**src/rtl/mem_lsu_pkg.sv**
```systemverilog
// Shared definitions for the MEM-stage load/store unit: opcode encodings,
// LSU state encodings, bus types and opcode decode helpers.
package mem_lsu_pkg;

   localparam int REG_W      = 32;
   localparam int REG_ADDR_W = 5;

   localparam logic [REG_W-1:0]      ZERO_WORD    = '0;
   localparam logic [REG_ADDR_W-1:0] NOP_REG_ADDR = '0;

   typedef logic [3:0] mem_op_bus_t;
   typedef logic [7:0] byte_bus_t;

   localparam mem_op_bus_t MEM_NOP = 4'd0;
   localparam mem_op_bus_t MEM_LB  = 4'd1;
   localparam mem_op_bus_t MEM_LH  = 4'd2;
   localparam mem_op_bus_t MEM_LW  = 4'd3;
   localparam mem_op_bus_t MEM_LBU = 4'd4;
   localparam mem_op_bus_t MEM_LHU = 4'd5;
   localparam mem_op_bus_t MEM_SB  = 4'd6;
   localparam mem_op_bus_t MEM_SH  = 4'd7;
   localparam mem_op_bus_t MEM_SW  = 4'd8;

   typedef enum logic [1:0] {
      LSU_IDLE,
      LSU_READ,
      LSU_STORE,
      LSU_DONE
   } lsu_state_e;

   function automatic logic is_load(input mem_op_bus_t op);
      return op inside {MEM_LB, MEM_LH, MEM_LW, MEM_LBU, MEM_LHU};
   endfunction

   function automatic logic is_store(input mem_op_bus_t op);
      return op inside {MEM_SB, MEM_SH, MEM_SW};
   endfunction

   // Index of the last byte of the access, i.e. access size minus one.
   function automatic logic [1:0] last_byte(input mem_op_bus_t op);
      case (op)
         MEM_LH, MEM_LHU, MEM_SH: return 2'd1;
         MEM_LW, MEM_SW:          return 2'd3;
         default:                 return 2'd0;
      endcase
   endfunction

endpackage

```
**src/rtl/lsu_load_ext.sv**
```systemverilog
// Combinational load-result formatter: sign- or zero-extends the assembled
// load buffer according to the load opcode.
module lsu_load_ext
   import mem_lsu_pkg::*;
(
   input  logic [REG_W-1:0] load_buf,
   input  mem_op_bus_t      mem_op,
   output logic [REG_W-1:0] result
);

   always_comb begin
      result = load_buf;
      case (mem_op)
         MEM_LB:  result = {{24{load_buf[7]}}, load_buf[7:0]};
         MEM_LBU: result = {24'h000000, load_buf[7:0]};
         MEM_LH:  result = {{16{load_buf[15]}}, load_buf[15:0]};
         MEM_LHU: result = {16'h0000, load_buf[15:0]};
         default: result = load_buf;
      endcase
   end

endmodule

```
**src/rtl/mem_lsu.sv**
```systemverilog
// MEM-stage load/store unit: byte-serial access to an 8-bit synchronous RAM,
// stalling the pipeline until each load or store completes.
// Optional macro MEM_MISALIGN_CHK_EN rejects misaligned halfword/word accesses.
module mem_lsu
   import mem_lsu_pkg::*;
#(
   parameter int ADDR_W = 32
) (
   input  logic                  clk,
   input  logic                  rst,
   input  logic [REG_ADDR_W-1:0] ex_wd,
   input  logic                  ex_wreg,
   input  logic [REG_W-1:0]      ex_wdata,
   input  mem_op_bus_t           ex_mem_op,
   input  logic [ADDR_W-1:0]     ex_mem_addr,
   input  logic [REG_W-1:0]      ex_mem_sdata,
   output logic [REG_ADDR_W-1:0] wb_wd,
   output logic                  wb_wreg,
   output logic [REG_W-1:0]      wb_wdata,
   output logic                  stall_req,
   output logic                  misalign,
   output logic [ADDR_W-1:0]     ram_addr,
   output byte_bus_t             ram_dout,
   output logic                  ram_we,
   input  byte_bus_t             ram_din
);

   lsu_state_e       state_q, state_d;
   logic [1:0]       cnt_q, cnt_d;
   logic [REG_W-1:0] load_buf_q, load_buf_d;
   logic [REG_W-1:0] load_result;
   logic [1:0]       last;
   logic             op_load;
   logic             op_store;
   logic             misalign_hit;

   assign last     = last_byte(ex_mem_op);
   assign op_load  = is_load(ex_mem_op);
   assign op_store = is_store(ex_mem_op);

`ifdef MEM_MISALIGN_CHK_EN
   assign misalign_hit = (op_load || op_store) &&
                         (((last == 2'd1) && ex_mem_addr[0]) ||
                          ((last == 2'd3) && (ex_mem_addr[1:0] != 2'b00)));
`else
   assign misalign_hit = 1'b0;
`endif

   lsu_load_ext u_load_ext (
      .load_buf (load_buf_q),
      .mem_op   (ex_mem_op),
      .result   (load_result)
   );

   always_ff @(posedge clk) begin
      if (rst) begin
         state_q    <= LSU_IDLE;
         cnt_q      <= 2'd0;
         load_buf_q <= ZERO_WORD;
      end else begin
         state_q    <= state_d;
         cnt_q      <= cnt_d;
         load_buf_q <= load_buf_d;
      end
   end

   // Loads present the next address while capturing the byte addressed in the
   // previous cycle; stores write one byte per cycle starting in IDLE itself.
   always_comb begin
      state_d    = state_q;
      cnt_d      = cnt_q;
      load_buf_d = load_buf_q;
      wb_wd      = NOP_REG_ADDR;
      wb_wreg    = 1'b0;
      wb_wdata   = ZERO_WORD;
      stall_req  = 1'b0;
      misalign   = 1'b0;
      ram_addr   = '0;
      ram_dout   = 8'h00;
      ram_we     = 1'b0;

      case (state_q)
         LSU_IDLE: begin
            if (misalign_hit) begin
               misalign = 1'b1;
               wb_wd    = ex_wd;
               wb_wdata = ex_wdata;
            end else if (op_load) begin
               ram_addr  = ex_mem_addr;
               stall_req = 1'b1;
               cnt_d     = 2'd0;
               state_d   = LSU_READ;
            end else if (op_store) begin
               ram_addr  = ex_mem_addr;
               ram_dout  = ex_mem_sdata[7:0];
               ram_we    = 1'b1;
               stall_req = 1'b1;
               if (last != 2'd0) begin
                  cnt_d   = 2'd1;
                  state_d = LSU_STORE;
               end else begin
                  state_d = LSU_DONE;
               end
            end else begin
               wb_wd    = ex_wd;
               wb_wreg  = ex_wreg;
               wb_wdata = ex_wdata;
            end
         end

         LSU_READ: begin
            stall_req = 1'b1;
            load_buf_d[{cnt_q, 3'b000} +: 8] = ram_din;
            if (cnt_q < last) begin
               ram_addr = ex_mem_addr + ADDR_W'(cnt_q) + ADDR_W'(1);
               cnt_d    = cnt_q + 2'd1;
            end else begin
               state_d = LSU_DONE;
            end
         end

         LSU_STORE: begin
            ram_addr  = ex_mem_addr + ADDR_W'(cnt_q);
            ram_dout  = ex_mem_sdata[{cnt_q, 3'b000} +: 8];
            ram_we    = 1'b1;
            stall_req = 1'b1;
            if (cnt_q == last) begin
               state_d = LSU_DONE;
            end else begin
               cnt_d = cnt_q + 2'd1;
            end
         end

         LSU_DONE: begin
            wb_wd    = ex_wd;
            wb_wreg  = ex_wreg;
            wb_wdata = op_load ? load_result : ex_wdata;
            cnt_d    = 2'd0;
            state_d  = LSU_IDLE;
         end

         default: state_d = LSU_IDLE;
      endcase

      // Reset forces the whole output bus quiet, which also blocks any
      // further RAM writes from an abandoned store.
      if (rst) begin
         wb_wd     = NOP_REG_ADDR;
         wb_wreg   = 1'b0;
         wb_wdata  = ZERO_WORD;
         stall_req = 1'b0;
         misalign  = 1'b0;
         ram_addr  = '0;
         ram_dout  = 8'h00;
         ram_we    = 1'b0;
      end
   end

endmodule

```
**config.mk**
```make
export PLATFORM = sky130hd
export DESIGN_NAME = mem_lsu
export DESIGN_NICKNAME = d
export VERILOG_FILES = /design/src/rtl/mem_lsu_pkg.sv /design/src/rtl/lsu_load_ext.sv /design/src/rtl/mem_lsu.sv
export SDC_FILE = /design/constraint.sdc
export NUM_CORES = 1
export LEC_CHECK = 0
export CAP_MARGIN = 5
export CORE_UTILIZATION = 40
export DETAILED_ROUTE_END_ITERATION = 7
export PLACE_DENSITY = 0.75
export SETUP_SLACK_MARGIN = 0.5
export SLEW_MARGIN = 20
export SYNTH_ARGS = -nofsm -noshare
export SYNTH_HDL_FRONTEND = slang
export SYNTH_SLANG_ARGS = --single-unit
```
**constraint.sdc**
```tcl
create_clock -name clk -period 13 [get_ports clk]
set_input_delay 2.6 -clock clk [delete_from_list [all_inputs] [get_ports clk]]
set_output_delay 2.6 -clock clk [all_outputs]
set_load 0.02 [all_outputs]
```
Yosys cells after proc, flatten, opt, wreduce, memory -nomap -nowiden
Cells that the tools add are included.
{"block": "totals", "word_cells": 82, "output_inout_bits": 81, "inputBits": 116, "ff_bits": 36}
{"block": "op_classes", "n_eq_ne": 18, "order_cmp": 1, "n_mux": 44, "add_sub_neg": 4, "reduce_logical": 9, "shift": 3}
{"op": "$mux 32", "count": 8}
{"op": "$pmux 32 s4", "count": 1}
{"op": "$pmux 32 s3", "count": 1}
{"op": "$pmux 32 s2", "count": 1}
{"op": "$add 32x1->32 const B", "count": 1}
{"op": "$add 32x2->32", "count": 1}
{"op": "$bwmux 32", "count": 1}
{"op": "$shift 8x7->32 const A", "count": 1}
{"op": "$shiftx 32x6->8", "count": 1}
{"op": "$shiftx 8x7->32", "count": 1}
{"op": "$mux 8", "count": 3}
{"op": "$mux 2", "count": 9}
{"op": "$eq 4x3->1 const B", "count": 4}
{"op": "$pmux 2 s4", "count": 2}
{"op": "$pmux 8 s2", "count": 1}
{"op": "$mux 5", "count": 3}
{"op": "$pmux 5 s2", "count": 1}
{"op": "$mux 1", "count": 9}
{"op": "$eq 4x2->1 const B", "count": 2}
{"op": "$ne 2x2->1 const B", "count": 4}
{"op": "$neg 5->7", "count": 1}
{"op": "$ne 3x3->1 const B", "count": 2}
{"op": "$pmux 1 s2", "count": 3}
{"op": "$reduce_bool 5->1", "count": 1}
{"op": "other kinds (15)", "count": 17}

Depth between registers and ports, before layout
{"block": "logic_depth", "word_depth": 8, "depth_mapped": 14, "ltp_nobuf": 11}

Cells and area by module
A second synthesis with hierarchy kept.
{"block": "hier_totals", "cells_unflattened": 687, "hier_area_um2": 4908.5}
{"mod": "mem_lsu", "area_per_inst_um2": 4574.4, "n_inst": 1, "seq_area_each_um2": 720.7, "cells_each": 642}
{"mod": "lsu_load_ext", "area_per_inst_um2": 334.1, "n_inst": 1, "seq_area_each_um2": 0.0, "cells_each": 45}

Worst setup path after synthesis
No wires, ideal clock.
{"block": "synth_path", "path_kind": "input -> output", "start": "input ex_mem_addr[0]", "end": "output ram_addr[25]", "path_slack_ps": 4614, "required_time_ps": 10400, "path_stages": 13, "arrival_ps": 5786, "path_buffers": 3, "cell_sequence": "ha_1 fa_1 buf_6 xor2_1 and3_1 o211ai_1 or4_1 buf_2 or2_0 buf_2 or4b_4 o41ai_2 a211o_1"}
{"block": "synth_via", "elab_chain_len": 5}
{"element": "start: declaration", "line": "mem_lsu.sv:15", "source": "input logic [ADDR_W-1:0] ex_mem_addr,"}
{"element": "$add 32x2->32 *", "line": "mem_lsu.sv:115, mem_lsu.sv:123"}
{"element": "$add 32x1->32", "line": "mem_lsu.sv:115", "source": "ram_addr = ex_mem_addr + ADDR_W'(cnt_q) + ADDR_W'(1);"}
{"element": "$mux 32", "line": "mem_lsu.sv:114", "source": "if (cnt_q < last) begin"}
{"element": "$pmux 32 s3 *", "line": "mem_lsu.sv:82", "source": "case (state_q)"}
{"element": "$mux 32 *", "line": "mem_lsu.sv:147", "source": "if (rst) begin"}
{"element": "end: declaration", "line": "mem_lsu.sv:22", "source": "output logic [ADDR_W-1:0] ram_addr,"}
Every way passes the cells marked *; elsewhere a longest branch is shown, timed or not.

Worst setup path after layout
Ends and elaborated chain as after synthesis.

==> results_tabular.tex <==
\begin{tabular}{lr}
\hline
Metric & Value \\
\hline
\multicolumn{2}{l}{\textbf{GRT}} \\
Wire length of the first global-routing pass & 29,800 um \\
Largest net degree at the start of global routing & 42 \\
Antenna violations before repair & 0 \\
Number of global-route vias before repair & about 6.0k \\
Global route overflow & 0 \\
Global routing usage summed across all routing layers & between 20 and 30\% \\
\multicolumn{2}{l}{\textbf{Hold path}} \\
Worst Min Path Start & state\_q[1] \\
Hold EP & state\_q[1] \\
Class of the tightest hold or removal check & register to register \\
Worst hold stages & 2 \\
\multicolumn{2}{l}{\textbf{Critical path}} \\
Class of the most critical setup path & primary input to primary output \\
Worst path required time & around 10 ns \\
Flop-to-flop setup slack & 10.03 ns \\
Max FO, Critical Path & 11 \\
Kind of start point of the critical path & primary input \\
Reg2reg end & state\_q[0] \\
Category of the worst setup path capture point & primary output \\
FF-to-FF path depth & 8 \\
FF-to-FF Start & cnt\_q[0] \\
Critical path data arrival time & roughly 7.2 ns \\
\multicolumn{2}{l}{\textbf{Logic synthesis}} \\
Most frequent cell after synthesis & nor2\_1 \\
Average cell area after synthesis & between 6 and 7 um\^{}2 \\
Register area share after synthesis & about 15\% \\
Netlist area before placement & 0.00496 mm\^{}2 \\
Asr flop ratio synth & 0\% \\
Dominant cell type by area after synthesis & dfxtp\_1 \\
Mapped Nets & 860 \\
Synthesized flop and latch total & 36 \\
Share of the synthesized area in the top cell type & between 10\% and 20\% \\
Synthesized instance count & between 700 and 800 \\
Number of flops mapped to enable cells by yosys & 0 \\
Number of synthesis warnings & 0 \\
Count of unique library cells instantiated by Yosys & 74 \\
List of most frequent post-synthesis cells & 96 x nor2\_1, 82 x nand2\_1, 53 x a22oi\_1 \\
Top FF cell, synth & dfxtp\_1 \\
Dominant cells by area after synthesis & dfxtp\_1 15\%, a22oi\_1 8.0\%, nor2\_1 7.3\% \\
\multicolumn{2}{l}{\textbf{Place}} \\
Number of placed cells counting well taps & 1,041 \\
Standard cell area after detailed placement & just under 0.007 mm\^{}2 \\
HPWL reported at the end of detailed placement & between 10,000 and 15,000 um \\
Routability cong. & between 0.9 and 1 \\
Count of input and output buffers & around 200 \\
\multicolumn{2}{l}{\textbf{CTS}} \\
Clock root cell & clkbuf\_16 \\
Insertion delay to the later sink of the worst-skew pair & about 0.28 ns \\
Hold-fix buffer count after cts & 0 \\
Number of setup buffers added after CTS & 0 \\
Clock buffers created by TritonCTS & 5 \\
Number of resized instances in the post-cts repair step & 0 \\
Clock sinks & 36 \\
Max Root-Sink Buffers & 2 \\
Clock transition at the registers of the reported paths & 0.05 ns \\
TritonCTS clock tree & yes \\
CTS H-tree lvls & 2 \\
\multicolumn{2}{l}{\textbf{Routing}} \\
Total iterations of the first detailed-routing run & 8 \\
Via/cell ratio & 6.05 \\
Average wire per standard cell & approximately 18 um \\
Routed Antenna Nets & 0 \\
Vias post-DR & about 6.3k \\
Routed WL & $\sim$19,000 um \\
Remaining design rule violation count & 0 \\
1st-iter DRT viols & about 600 \\
\multicolumn{2}{l}{\textbf{Finish}} \\
Synth-to-Final Area Change & 43.2\% \\
Fill cells & roughly 1.1k \\
Number of standard cells in the layout, taps in and fillers out & 1,048 \\
Antenna diode count & 0 \\
Number of nets at the end of the flow & 1,011 \\
Final core utilization & roughly 59\% \\
Total non-filler cell area in the finished layout & roughly 0.0071 mm\^{}2 \\
Share of layout cells above drive strength 1 & 4.09\% \\
\multicolumn{2}{l}{\textbf{Timing}} \\
Number of hold violations in the final report & 0 \\
Worst-case headroom to the max-slew limit & between 30\% and 40\% \\
Worst-margin pin slew & about 1 ns \\
Number of pins with negative max-slew slack in the final report & 0 \\
FMAX & around 100 MHz \\
Final sum of negative setup slack & 0 ns \\
Total setup violations reported at the end of the flow & 0 \\
Final period demand of the worst path & 9.81 ns \\
RSZ-0062 raised after global routing & no \\
Final clock period utilization by the worst path & between 70\% and 80\% \\
Final clock skew & 0.00244 ns \\
\multicolumn{2}{l}{\textbf{Power and ir drop}} \\
Overall Power & 836 uW \\
Power Density & about 120 mW/mm\^{}2 \\
Worst vdd ir & 0.0000879 V \\
Static leakage & between 0.002 and 0.0025 uW \\
\multicolumn{2}{l}{\textbf{Die}} \\
Area of the die & approximately 0.013 mm\^{}2 \\
IO Pins & between 150 and 200 \\
Core Rows & 40 \\
Effective utilization at floorplan & 41.1\% \\
Area of the core region & roughly 0.012 mm\^{}2 \\
Y dimension of the die & roughly 110 um \\
Die boundary width & 113 um \\
\multicolumn{2}{l}{\textbf{Flow run}} \\
MaxCap Viol Count & 0 \\
\multicolumn{2}{l}{\textbf{Outcome}} \\
Result of the run & finished clean \\
\hline
\end{tabular}
==> layer usage <==
metal,up-vias,GRT usage (%),routed length (um)
met2,343,52.7,9440
met3,39,3.43,1470
li1,3007,-,-
met1,2952,34.3,7660
met4,0,8.68,371
met5,-,0,0
==> cell usage in the layout (no fill, tap or decap), types with 5 or more instances in the layout <==
master and count:
a211oi_1 5, a21boi_0 10, a21oi_1 50, a222oi_1 6
a22oi_1 53, a31oi_1 9, and2_1 20, and3_1 9
and4_1 6, buf_4 9, clkbuf_16 5, clkdlybuf4s50_1 195
dfxtp_1 36, ha_1 14, inv_1 12, mux4_2 8
nand2_1 82, nand3_1 14, nand3b_1 5, nand4_1 12
nor2_1 96, nor3_1 17, nor4_1 8, nor4b_1 6
o211ai_1 5, o21ai_0 50, or2_2 5, or4_1 5
xnor2_1 22, xor2_1 19
==> stage by stage <==
stage	setup WS (ns)	hold WS, ns
floorplan	4.61	0.465
global placement	3.35	0.486
detailed placement	3.25	0.498
CTS	3.24	0.506
global route	2.96	0.542
finish	3.19	0.503
==> layout make-up <==
cell class / instances / area [um^2] / share of cell area, %
sequential: 36 / 721 / 10.2
multi-input combinational: 621 / 3950 / 55.6
tap: 168 / 210 / 2.96
clock buffer: 7 / 153 / 2.15
inverter: 12 / 45.0 / 0.635
timing repair buffer: 204 / 2020 / 28.5
==> sequential cells by signal (all words and copies together), names as in the netlist <==
register    flops
load_buf_q     32
state_q         2
cnt_q           2
==> worst max path at each step <==
stage,start,end,slack (ns)
5_1_grt,ex_mem_op[1],ram_addr[21],2.96
4_1_cts,ex_mem_addr[0],ram_addr[25],3.24
6_report,ex_mem_addr[0],ram_addr[25],3.19
2_1_floorplan,ex_mem_addr[0],ram_addr[25],4.61
3_3_place_gp,ex_mem_addr[0],ram_addr[25],3.35
3_5_place_dp,ex_mem_addr[0],ram_addr[25],3.25
==> report_power, final <==
group / leakage, uW / internal, uW / total, uW / switching (uW)
sequential: 0.000291 / 119 / 139 / 19.4
combinational: 0.00195 / 247 / 574 / 327
clock: 0.0000760 / 80.3 / 123 / 42.6
==> kinds of logic after synthesis <==
logic type                 Yosys count  synth area share (%)
adders and majority gates           15                  3.94
muxes                               12                  4.44
DFF                                 36                  14.5
buffers and inverters               72                  5.91
other                                1                0.0757
xor gates and xnor gates            41                  7.25
and+or+nand+nor                    316                  32.0
AOI/OAI and AO/OA                  236                  31.8
==> critical path, stage by stage <==
cell,delay [ns]
clkdlybuf4s50_1,0.42
ha_1,0.26
fa_1,0.54
and3_2,0.29
and3_2,0.24
xnor2_1,0.20
or4_1,0.71
or2_0,0.41
or4b_4,0.55
o41ai_2,0.24
a211o_1,0.15
clkdlybuf4s50_1,0.59
(Power assumes the default switching activity.)
